### src/rtl/player2_bot.sv
// Autonomous player-2 controller: one decision per synchronised game tick, registered buttons.
// Optional LFSR jitter is enabled by defining BOT_JITTER_EN.
module player2_bot #(
  parameter int unsigned ATTACK_RANGE   = 12,
  parameter int unsigned ATTACK_HOLD    = 2,
  parameter int unsigned RETREAT_TICKS  = 4,
  parameter int unsigned COOLDOWN_TICKS = 3,
  parameter int unsigned X_MAX          = 95,
  parameter logic [15:0] LFSR_SEED      = 16'hACE1
) (
  input  logic       i_clk,
  input  logic       i_resn,
  input  logic       i_game_tick,
  input  logic       i_enable,
  input  logic [6:0] i_self_x,
  input  logic [6:0] i_self_y,
  input  logic [6:0] i_opp_x,
  input  logic [6:0] i_opp_y,
  input  logic [1:0] i_opp_combo,
  output logic       o_up_btn,
  output logic       o_down_btn,
  output logic       o_left_btn,
  output logic       o_right_btn,
  output logic       o_attack_btn,
  output logic [2:0] o_bot_state
);

  typedef enum logic [2:0] {
    StIdle     = 3'd0,
    StApproach = 3'd1,
    StAttack   = 3'd2,
    StJump     = 3'd3,
    StRetreat  = 3'd4,
    StCooldown = 3'd5
  } state_e;

  localparam logic [6:0] RangeX      = 7'(ATTACK_RANGE);
  localparam logic [6:0] XMax        = 7'(X_MAX);
  localparam logic [3:0] AttackHold  = 4'(ATTACK_HOLD);
  localparam logic [3:0] RetreatLen  = 4'(RETREAT_TICKS);
  localparam logic [4:0] CooldownLen = 5'(COOLDOWN_TICKS);

  // Tick synchroniser and rising-edge detector
  logic [1:0] r_sync;
  logic       r_sync_q;
  logic       r_tick;

  always_ff @(posedge i_clk or negedge i_resn) begin
    if (!i_resn) begin
      r_sync   <= 2'b00;
      r_sync_q <= 1'b0;
      r_tick   <= 1'b0;
    end else begin
      r_sync   <= {r_sync[0], i_game_tick};
      r_sync_q <= r_sync[1];
      r_tick   <= r_sync[1] & ~r_sync_q;
    end
  end

  // Geometry
  logic       w_toward_right;
  logic [6:0] w_dist;
  logic       w_near;
  logic       w_entry_wall;
  logic       w_at_wall;
  logic       r_away_right;

  assign w_toward_right = (i_opp_x >= i_self_x);
  assign w_dist         = w_toward_right ? (i_opp_x - i_self_x) : (i_self_x - i_opp_x);
  assign w_near         = (w_dist <= RangeX);
  assign w_entry_wall   = w_toward_right ? (i_self_x == 7'd0) : (i_self_x >= XMax);
  assign w_at_wall      = r_away_right ? (i_self_x >= XMax) : (i_self_x == 7'd0);

  logic w_rnd_retreat;
  logic w_rnd_jump;
  logic w_rnd_ext;

`ifdef BOT_JITTER_EN
  localparam logic [15:0] LfsrInit = (LFSR_SEED == 16'h0000) ? 16'h0001 : LFSR_SEED;

  logic [15:0] r_lfsr;
  logic        w_fb;

  assign w_fb = r_lfsr[15] ^ r_lfsr[13] ^ r_lfsr[12] ^ r_lfsr[10];

  always_ff @(posedge i_clk or negedge i_resn) begin
    if (!i_resn) begin
      r_lfsr <= LfsrInit;
    end else if (i_enable && r_tick) begin
      r_lfsr <= {r_lfsr[14:0], w_fb};
    end
  end

  assign w_rnd_retreat = r_lfsr[2];
  assign w_rnd_jump    = (r_lfsr[1:0] == 2'b00);
  assign w_rnd_ext     = r_lfsr[0];
`else
  logic w_unused;

  assign w_rnd_retreat = 1'b1;
  assign w_rnd_jump    = 1'b0;
  assign w_rnd_ext     = 1'b0;
  assign w_unused      = ^{LFSR_SEED, 1'b0};
`endif

  logic w_unused_y;
  assign w_unused_y = ^{i_self_y, i_opp_y};

  // Cooldown length saturates so a 15-tick base plus jitter still fits the counter
  logic [4:0] w_cd_sum;
  logic [3:0] w_cd_len;

  assign w_cd_sum = CooldownLen + {4'b0000, w_rnd_ext};
  assign w_cd_len = (w_cd_sum > 5'd15) ? 4'd15 : w_cd_sum[3:0];

  state_e     r_state;
  logic [3:0] r_cnt;
  logic       r_up;
  logic       r_left;
  logic       r_right;
  logic       r_attack;

  always_ff @(posedge i_clk or negedge i_resn) begin
    if (!i_resn) begin
      r_state      <= StIdle;
      r_cnt        <= 4'd0;
      r_up         <= 1'b0;
      r_left       <= 1'b0;
      r_right      <= 1'b0;
      r_attack     <= 1'b0;
      r_away_right <= 1'b0;
    end else if (!i_enable) begin
      r_state  <= StIdle;
      r_cnt    <= 4'd0;
      r_up     <= 1'b0;
      r_left   <= 1'b0;
      r_right  <= 1'b0;
      r_attack <= 1'b0;
    end else if (r_tick) begin
      r_up     <= 1'b0;
      r_left   <= 1'b0;
      r_right  <= 1'b0;
      r_attack <= 1'b0;
      unique case (r_state)
        StIdle: begin
          r_state <= StApproach;
        end
        StApproach: begin
          if (w_near && (i_opp_combo != 2'b00) && w_rnd_retreat) begin
            r_state      <= StRetreat;
            r_cnt        <= RetreatLen;
            r_away_right <= ~w_toward_right;
            r_left       <= w_toward_right & ~w_entry_wall;
            r_right      <= ~w_toward_right & ~w_entry_wall;
          end else if (w_near && w_rnd_jump) begin
            r_state <= StJump;
            r_up    <= 1'b1;
            r_right <= w_toward_right;
            r_left  <= ~w_toward_right;
          end else if (w_near) begin
            r_state  <= StAttack;
            r_cnt    <= AttackHold;
            r_attack <= 1'b1;
          end else begin
            r_right <= w_toward_right;
            r_left  <= ~w_toward_right;
          end
        end
        StAttack: begin
          if (r_cnt <= 4'd1) begin
            r_state <= StCooldown;
            r_cnt   <= w_cd_len;
          end else begin
            r_cnt    <= r_cnt - 4'd1;
            r_attack <= 1'b1;
          end
        end
        StJump: begin
          r_state <= StCooldown;
          r_cnt   <= w_cd_len;
        end
        StRetreat: begin
          if (w_at_wall || (r_cnt <= 4'd1)) begin
            r_state <= StCooldown;
            r_cnt   <= w_cd_len;
          end else begin
            r_cnt   <= r_cnt - 4'd1;
            r_left  <= ~r_away_right;
            r_right <= r_away_right;
          end
        end
        StCooldown: begin
          if (r_cnt <= 4'd1) begin
            r_state <= StApproach;
            r_cnt   <= 4'd0;
          end else begin
            r_cnt <= r_cnt - 4'd1;
          end
        end
        default: begin
          r_state <= StIdle;
          r_cnt   <= 4'd0;
        end
      endcase
    end
  end

  assign o_up_btn     = r_up;
  assign o_down_btn   = 1'b0;
  assign o_left_btn   = r_left;
  assign o_right_btn  = r_right;
  assign o_attack_btn = r_attack;
  assign o_bot_state  = r_state;

endmodule

### config.mk
export PLATFORM = sky130hd
export DESIGN_NAME = player2_bot
export DESIGN_NICKNAME = d
export VERILOG_FILES = /design/src/rtl/player2_bot.sv
export SDC_FILE = /design/constraint.sdc
export NUM_CORES = 1
export LEC_CHECK = 0
export CORE_MARGIN = 3
export CORE_UTILIZATION = 40
export CTS_BUF_LIST = sky130_fd_sc_hd__clkbuf_8 sky130_fd_sc_hd__clkbuf_16
export DETAILED_ROUTE_END_ITERATION = 16
export GPL_TIMING_DRIVEN = 0
export PLACE_DENSITY = 0.66
export SLEW_MARGIN = 10
export SYNTH_ARGS = -nofsm -noshare
export SYNTH_HDL_FRONTEND = slang
export SYNTH_SLANG_ARGS = --single-unit
export TNS_END_PERCENT = 20
### constraint.sdc
create_clock -name i_clk -period 5.05 [get_ports i_clk]
set_input_delay 1.2625 -clock i_clk [delete_from_list [all_inputs] [get_ports i_clk]]
set_output_delay 1.2625 -clock i_clk [all_outputs]
set_load 0.03 [all_outputs]
* After elaboration in Yosys (flattened, before gate mapping)
Cells that the tools add are included.
Cells by class: $add $sub $neg 3, reduce and logical (&&, ||, !) cells 8, equality and inequality tests 11, magnitude comparators 4, bitwise logic cells 7, muxes and demuxes 39
Operators with widths (count):
- $mux W4 | 7
- $pmux W4 S6 | 1
- $mux W3 | 7
- $mux W1 | 19
- $pmux W3 S6 | 1
- $sub A7 B7 Y7 | 2
- $ne A3 B3 Y1 const B | 3
- $ge A7 B7 Y1 | 1
- $ge A7 B7 Y1 const B | 1
- $le A7 B4 Y1 const B | 1
- $logic_not A7 Y1 | 1
- $mux W7 | 1
- $eq A3 B2 Y1 const B | 2
- $eq A3 B3 Y1 const B | 2
- $pmux W1 S2 | 3
- $reduce_and A5 Y1 | 1
- $le A4 B1 Y1 const B | 1
- $ne A4 B4 Y1 const B | 1
- $not A1 Y1 | 4
- $reduce_and A4 Y1 | 1
- $sub A4 B1 Y4 const B | 1
- $and A1 B1 Y1 | 3
- $eq A3 B1 Y1 const B | 1
- $logic_not A3 Y1 | 1
- other kinds (6) | 6
Word-level totals: word-level logic and storage cells 82, bits in registers 16, output and inout port bits 8, input port bits 34

* Longest topological paths before layout
Gate-level depths: netlist of run 1.
depth in word-level cells 8, mapped depth 11, mapped depth without buffers 10

* Worst setup path before layout of run 1
No wires, ideal clock.
kind in2reg, from input i_self_x[4], to register r_cnt[1], path buffers 0, library setup time 0.122 ns, required time 4.928 ns, arrival time 3.161 ns, setup slack 1.767 ns, cell stages on the path 9, path through inv_1 ha_1 or4_1 nor2_1 and3_1 a211o_2 mux2i_4 o31a_4 a32o_1
Between the ends: word-level cells in the longest chain between the ends 8, elaborated cells on any way between the ends 17, those cells by class 2 x add/sub; 3 x order compare; 1 x eq/ne; 7 x mux; 4 x reduce/logical
Ends and longest elaborated chain:
- from (decl) | line 15 | input logic [6:0] i_self_x,
- $sub A7 B7 Y7 or $ge A7 B7 Y1 (tied branches) | line 69, 68
- $mux W7 | line 69 | assign w_dist = w_toward_right ? (i_opp_x - i_self_x) : (i_self_x - i_opp_x);
- $le A7 B4 Y1 | line 70 | assign w_near = (w_dist <= RangeX);
- $logic_and A1 B1 Y1 | line 149 | if (w_near && (i_opp_combo != 2'b00) && w_rnd_retreat) begin
- $mux W4 | line 149
- $pmux W4 S6 | line 144 | unique case (r_state)
- $mux W4 | line 139 | end else if (r_tick) begin
- $mux W4 | line 132 | end else if (!i_enable) begin
- to (signal assigned) | line 151 | r_cnt <= RetreatLen;
- to (signal assigned) | line 162 | r_cnt <= AttackHold;
- to (signal assigned) | line 172 | r_cnt <= w_cd_len;
- to (decl) | line 117 | logic [3:0] r_cnt;
Several ways; a longest one is shown, not always the timed one. The select of a mux whose other input is x is not followed. A chain may end at the register's enable or synchronous reset.

* Worst setup path after layout of run 1
from input i_self_x[6], to register r_away_right
Between the ends: word-level cells in the longest chain between the ends 5, elaborated cells on any way between the ends 8, those cells by class 2 x add/sub; 2 x order compare; 1 x mux; 1 x bitwise; 2 x reduce/logical
Ends and longest elaborated chain:
- $sub A7 B7 Y7 or $ge A7 B7 Y1 (tied branches) | line 69, 68
- $mux W7 | line 69
- $le A7 B4 Y1 | line 70
- $logic_and A1 B1 Y1 | line 149
- $reduce_and A4 Y1 (no source line)
- to (signal assigned) | line 152 | r_away_right <= ~w_toward_right;
- to (decl) | line 66 | logic r_away_right;
Several ways; a longest one is shown, not always the timed one.

==> flow_summary.ini, run 1 <==
[power_and_ir_drop]
pwr-share-seq_pct = 37.8
p_leak_uw = 0.000857
internal_power_uw = 231
p_switching_uw = 109
combinationalPowerShare_pct = 34.6
ir_worst_vdd_mv = 0.115
p_sw_share_pct = 32.0
p_per_area_mw_per_mm2 = 178
pwr-share-clk_pct = 27.6

[routing]
post_drt_wl_per_cell_um = 12.6
wirelength_um = 3420
first_pass_iters = 4
drtAntennaViolNets = 0
drtIter0Drc = 74
detailroute.via_count = 1463
drc = 0
vias_per_cell = 5.42

[clock_network]
cts.path.max_buffers = 2
cts_sinks = 15
cts_root_buffer = clkbuf_8
clk_pin_slew_ns = 0.05
cts_resized = 0
clk_latency_ns = 0.25
htree_levels = 1
cts_tree = built
holdBufCountCts = 0
cts_buffers = 3
post_cts_buffers = 0

[timing]
worst_pin_slew_ns = 0.688
finalSetupTns_ns = 0
period_minus_slack_ns = 3.77
setup_viol = 0
drv_slew = 0
clock.fmax_mhz = 265
skew_ns = 0.00918
finalHoldViolations = 0
maxSlewHeadroom_pct = 54.0
post-route-period-util_pct = 74.6
rsz0062_at_grt = false

[cells_and_area]
area.growth.synth_to_final_pct = 23.1
fin_util_pct = 51.8
n_fill_cell = 383
drive_above_1_share_pct = 10.4
fin_nets = 273
diodes = 0

[setup_path]
crit_path_start_kind = input port
reg2reg_slack_ns = 3.05
arrival_ns = 3.89
crit_fanout = 8
criticalPathCategory = input port to flop
cp-end-kind = flop
critical_path_required_ns = 5.17

[die]
initial_core_util_pct = 42.1
die_area_sq_mm = 0.00466
die_h_um = 68.3
rows = 22
core_area_sq_mm = 0.00369
ioPinCount = 42
die-width_um = 68.3

[synth]
synth_ff_type = dfrtp_1
synth_commonest_cells = inv_1, nand2_1, ha_1
post-synth-top-area-cell = dfrtp_1
ys_seq_area_share_pct = 24.2
synth_seq_cells = 15
synth.distinct_cells = 56
synth-async-reset-ratio_pct = 100
synth_edf_count = 0
ys_top_cells_by_area = dfrtp_1, ha_1, inv_1, a21oi_1, nand2_1
syn_area_per_cell_sq_um = 8.08
netlist_area_sq_mm = 0.00155
synth_top_area_share_pct = 24.2
yosysMostFrequentCell = inv_1
yosys_warnings = 0
syn_inst = 192

[run]
drv_cap = 0

[outcome]
status = completed

[global_routing]
grt_pass1_wl_um = 5810
grt_max_degree = 16
grt-ovfl-total = 0
grt_pass1_vias = 1305
grtUsageTotal_pct = 16.4
antenna_found_initial = 0

[placement]
port_buffers = 25
finalWeightedCongestion = 0.859
hpwl_um = 2820

[hold_path]
hold_class = flop to flop
==> registers in the layout (all words and copies together) (netlist names) <==
name          cells
r_cnt             4
o_bot_state       3
r_sync            2
o_attack_btn      1
o_left_btn        1
o_right_btn       1
r_away_right      1
r_sync_q          1
r_tick            1
==> path summary, 6_finish.rpt <==
kind / startpoint / end / depth (start not counted)
max in group asynchronous: i_resn / r_tick / 1
worst min-delay path: r_sync[0] / r_sync[1] / 0
worst min register to register: r_sync[0] / r_sync[1] / 0
min in group asynchronous: i_resn / r_cnt[2] / 1
worst max register to register: r_cnt[0] / r_cnt[0] / 8
worst max-delay path: i_self_x[6] / r_away_right / 11
==> power by group through the flow <==
stage,Clock [uW],Sequential (uW),Combinational (uW)
finish,93.8,129,118
CTS,98.7,129,119
global route,105,129,131
global placement,0,131,117
floorplan,0,133,76.1
detailed placement,0,131,118
==> logic make-up (layout without fill, tap and decap cells) <==
logic type                 count (synthesis)  count (layout)  share of synthesized area [%]
DFF                                       15              15                           24.2
adders and majority gates                 16              16                           12.9
xor gates and xnor gates                   1               1                          0.565
muxes                                      3               3                           2.90
buffers and inverters                     27              56                           7.50
other                                      1               2                          0.242
AOI/OAI and AO/OA                         61              61                           28.0
and+or+nand+nor                           68              68                           23.7
==> cell type report <==
class                      count  area (sq um)  area share, %
timing repair buffer          25           250           13.1
buffer                         5          33.8           1.77
tap                           48          60.1           3.14
sequential                    15           375           19.6
multi-input combinational    151          1060           55.7
clock inverter                 1          3.75          0.196
inverter                      22          82.6           4.32
clock buffer                   3          41.3           2.16
==> cell usage in the layout, fill, tap and decap left out, drive strengths merged, types with 3 or more instances in the layout <==
master	n
nand4	3
ha	16
o21ai	15
clkdlybuf4s50	25
inv	23
nor2	9
a21boi	3
nor3	5
and3	5
nand2b	5
buf	4
a21oi	16
nor2b	7
nand3	4
a31oi	5
clkbuf	4
dfrtp	15
and2	3
nand2	21
==> metal layers <==
layer	wire (um)	track usage, %
met1	1640	22.0
met2	1610	26.1
met3	112	3.45
met4	59	5.46
met5	0	0
==> through the flow <==
stage	total power, uW	cell area, sq um	hold slack [ns]	setup slack, ns	instances
after floorplan	209	1560	0.331	1.77	193
after global placement	248	1870	0.354	1.01	266
after detailed placement	249	1870	0.342	1.01	266
after CTS	346	1910	0.364	1.27	270
after global routing	365	1910	0.368	1.13	270
final	340	1910	0.360	1.28	270
==> worst max-delay path, cell delays in order <==
cell and delay, ns:
clkdlybuf4s50_1 0.53, inv_1 0.06, ha_1 0.38, a21oi_1 0.19
o21ai_1 0.12, a31oi_4 0.31, a2111o_1 0.20, nand2_2 0.11
nor3_4 0.28, nand2_1 0.12, mux2_1 0.32
(Power assumes the default switching activity.)
==> inputs of run 2 (changes only) <==
PLACE_DENSITY = 0.69   (was 0.66)
clock period = 3.34 ns   (was 5.05 ns; I/O delays follow)
==> flow_summary.ini, run 2 (synthesis gave the netlist of run 1 again) <==
[setup_path]
cp-end-kind = flop
critical_path_required_ns = 3.47
criticalPathCategory = input port to flop
crit_fanout = 8
arrival_ns = 3.34
crit_path_start_kind = input port

[placement]
hpwl_um = 2770
finalWeightedCongestion = 0.898
port_buffers = 25
place_area_sq_mm = 0.00187

[global_routing]
antenna_found_initial = 0
grt_pass1_vias = 1352
grt-ovfl-total = 0
grt_pass1_wl_um = 6000
grt_max_degree = 16
grtUsageTotal_pct = 16.7

[timing]
post-route-period-util_pct = 96.2
finalSetupTns_ns = 0
period_minus_slack_ns = 3.21
clock.fmax_mhz = 311
finalHoldViolations = 0
skew_ns = 0.0101
setup_viol = 0
worst_pin_slew_ns = 0.679
maxSlewHeadroom_pct = 54.6
drv_slew = 0

[cells_and_area]
top_register = r_cnt
multi_input_area_sq_mm = 0.00111
area.growth.synth_to_final_pct = 27.7
drive_above_1_share_pct = 14.7
mostFrequentLayoutCells = clkdlybuf4s50_1, inv_1, nand2_1
finalInstanceArea_sq_mm = 0.00198
n_fill_cell = 374
largest_reg_flops = 4
ff_latch_area_sq_um = 375
fin_nets = 275
layout_commonest_cell = clkdlybuf4s50_1
diodes = 0

[clock_network]
cts_buffers = 3
htree_levels = 1
holdBufCountCts = 0
cts.path.max_buffers = 2
cts_sinks = 15
clk_pin_slew_ns = 0.07
cts_root_buffer = clkbuf_8
cts_tree = built
clk_latency_ns = 0.25

[die]
initial_core_util_pct = 42.1
die_area_sq_mm = 0.00466
die-width_um = 68.3
die_h_um = 68.3
ioPinCount = 42
rows = 22
core_area_sq_mm = 0.00369

[routing]
detailroute.via_count = 1460
drtIter0Drc = 83
vias_per_cell = 5.37
wirelength_um = 3620
drtAntennaViolNets = 0
drc = 0
first_pass_iters = 4
post_drt_wl_per_cell_um = 13.3

[power_and_ir_drop]
ir_worst_vdd_mv = 0.197
p_leak_uw = 0.000888
p_per_area_mw_per_mm2 = 271
finalPower_uw = 537

[outcome]
status = completed

[hold_path]
hold_class = flop to flop

[run]
drv_cap = 0
[run 2: cell types whose count changed in the layout (fill, tap and decap cells not counted), moves of 2 or more]
cell	delta
ha_4	+2
ha_1	-4
dlymetal6s2s_1	+2
clkdlybuf4s50_1	-2
ha_2	+2
buf_4	+2
[run 2: what timing repair did]
action	4_1_cts	5_1_grt
setup buffers	0	2
endpoints found under the setup margin	0	8
gates resized for setup	0	11
[run 2: metal layers]
metal	track usage [%]	vias up	share of wire [%]
met3	3.94	2	3.3
met1	23.4	687	49
met2	27.0	22	47
met4	1.49	0	0.47
met5	0	-	0
li1	-	749	-
[run 2: power by group]
group	switching, uW	total, uW	internal [uW]	leakage (uW)
combinational	104	194	90.1	0.000662
clock	65.5	148	82.6	0.0000255
sequential	6.59	195	188	0.000200
total	176	537	361	0.000888
[run 2: path summary, 6_finish.rpt]
kind,start,to,slack [ns],cells past startpoint
worst max-delay path,i_self_x[6],r_cnt[2],0.13,12
worst min register to register,r_sync[0],r_sync[1],0.36,0
worst max register to register,r_cnt[0],r_cnt[1],1.25,8
max in group asynchronous,i_resn,r_away_right,1.90,1
min in group asynchronous,i_resn,r_cnt[2],0.99,1
worst min-delay path,r_sync[0],r_sync[1],0.36,0
[run 2: final cells by class]
type,count,area share [%]
sequential,15,18.9
timing repair buffer,27,13.6
clock inverter,1,0.253
inverter,22,4.17
multi-input combinational,151,56.2
clock buffer,3,2.08
buffer,5,1.70
tap,48,3.03
[run 2: stage by stage]
step	util (%)	instances	setup WS (ns)	hold WS (ns)
floorplan	-	193	0.485	0.331
global placement	50.6	266	-0.245	0.355
detailed placement	50.6	266	-0.249	0.343
CTS	51.8	270	0.0227	0.369
global route	53.7	272	-0.0101	0.380
finish	53.7	272	0.127	0.364
[run 2: worst max-delay path, stage by stage]
cell and delay [ns]:
clkdlybuf4s50_1 0.53, inv_1 0.07, ha_2 0.38, and3_2 0.25, a31oi_4 0.16, a2111o_1 0.44
nand2_4 0.11, nor3_4 0.05, buf_4 0.16, buf_4 0.12, a32oi_1 0.13, o32ai_1 0.11
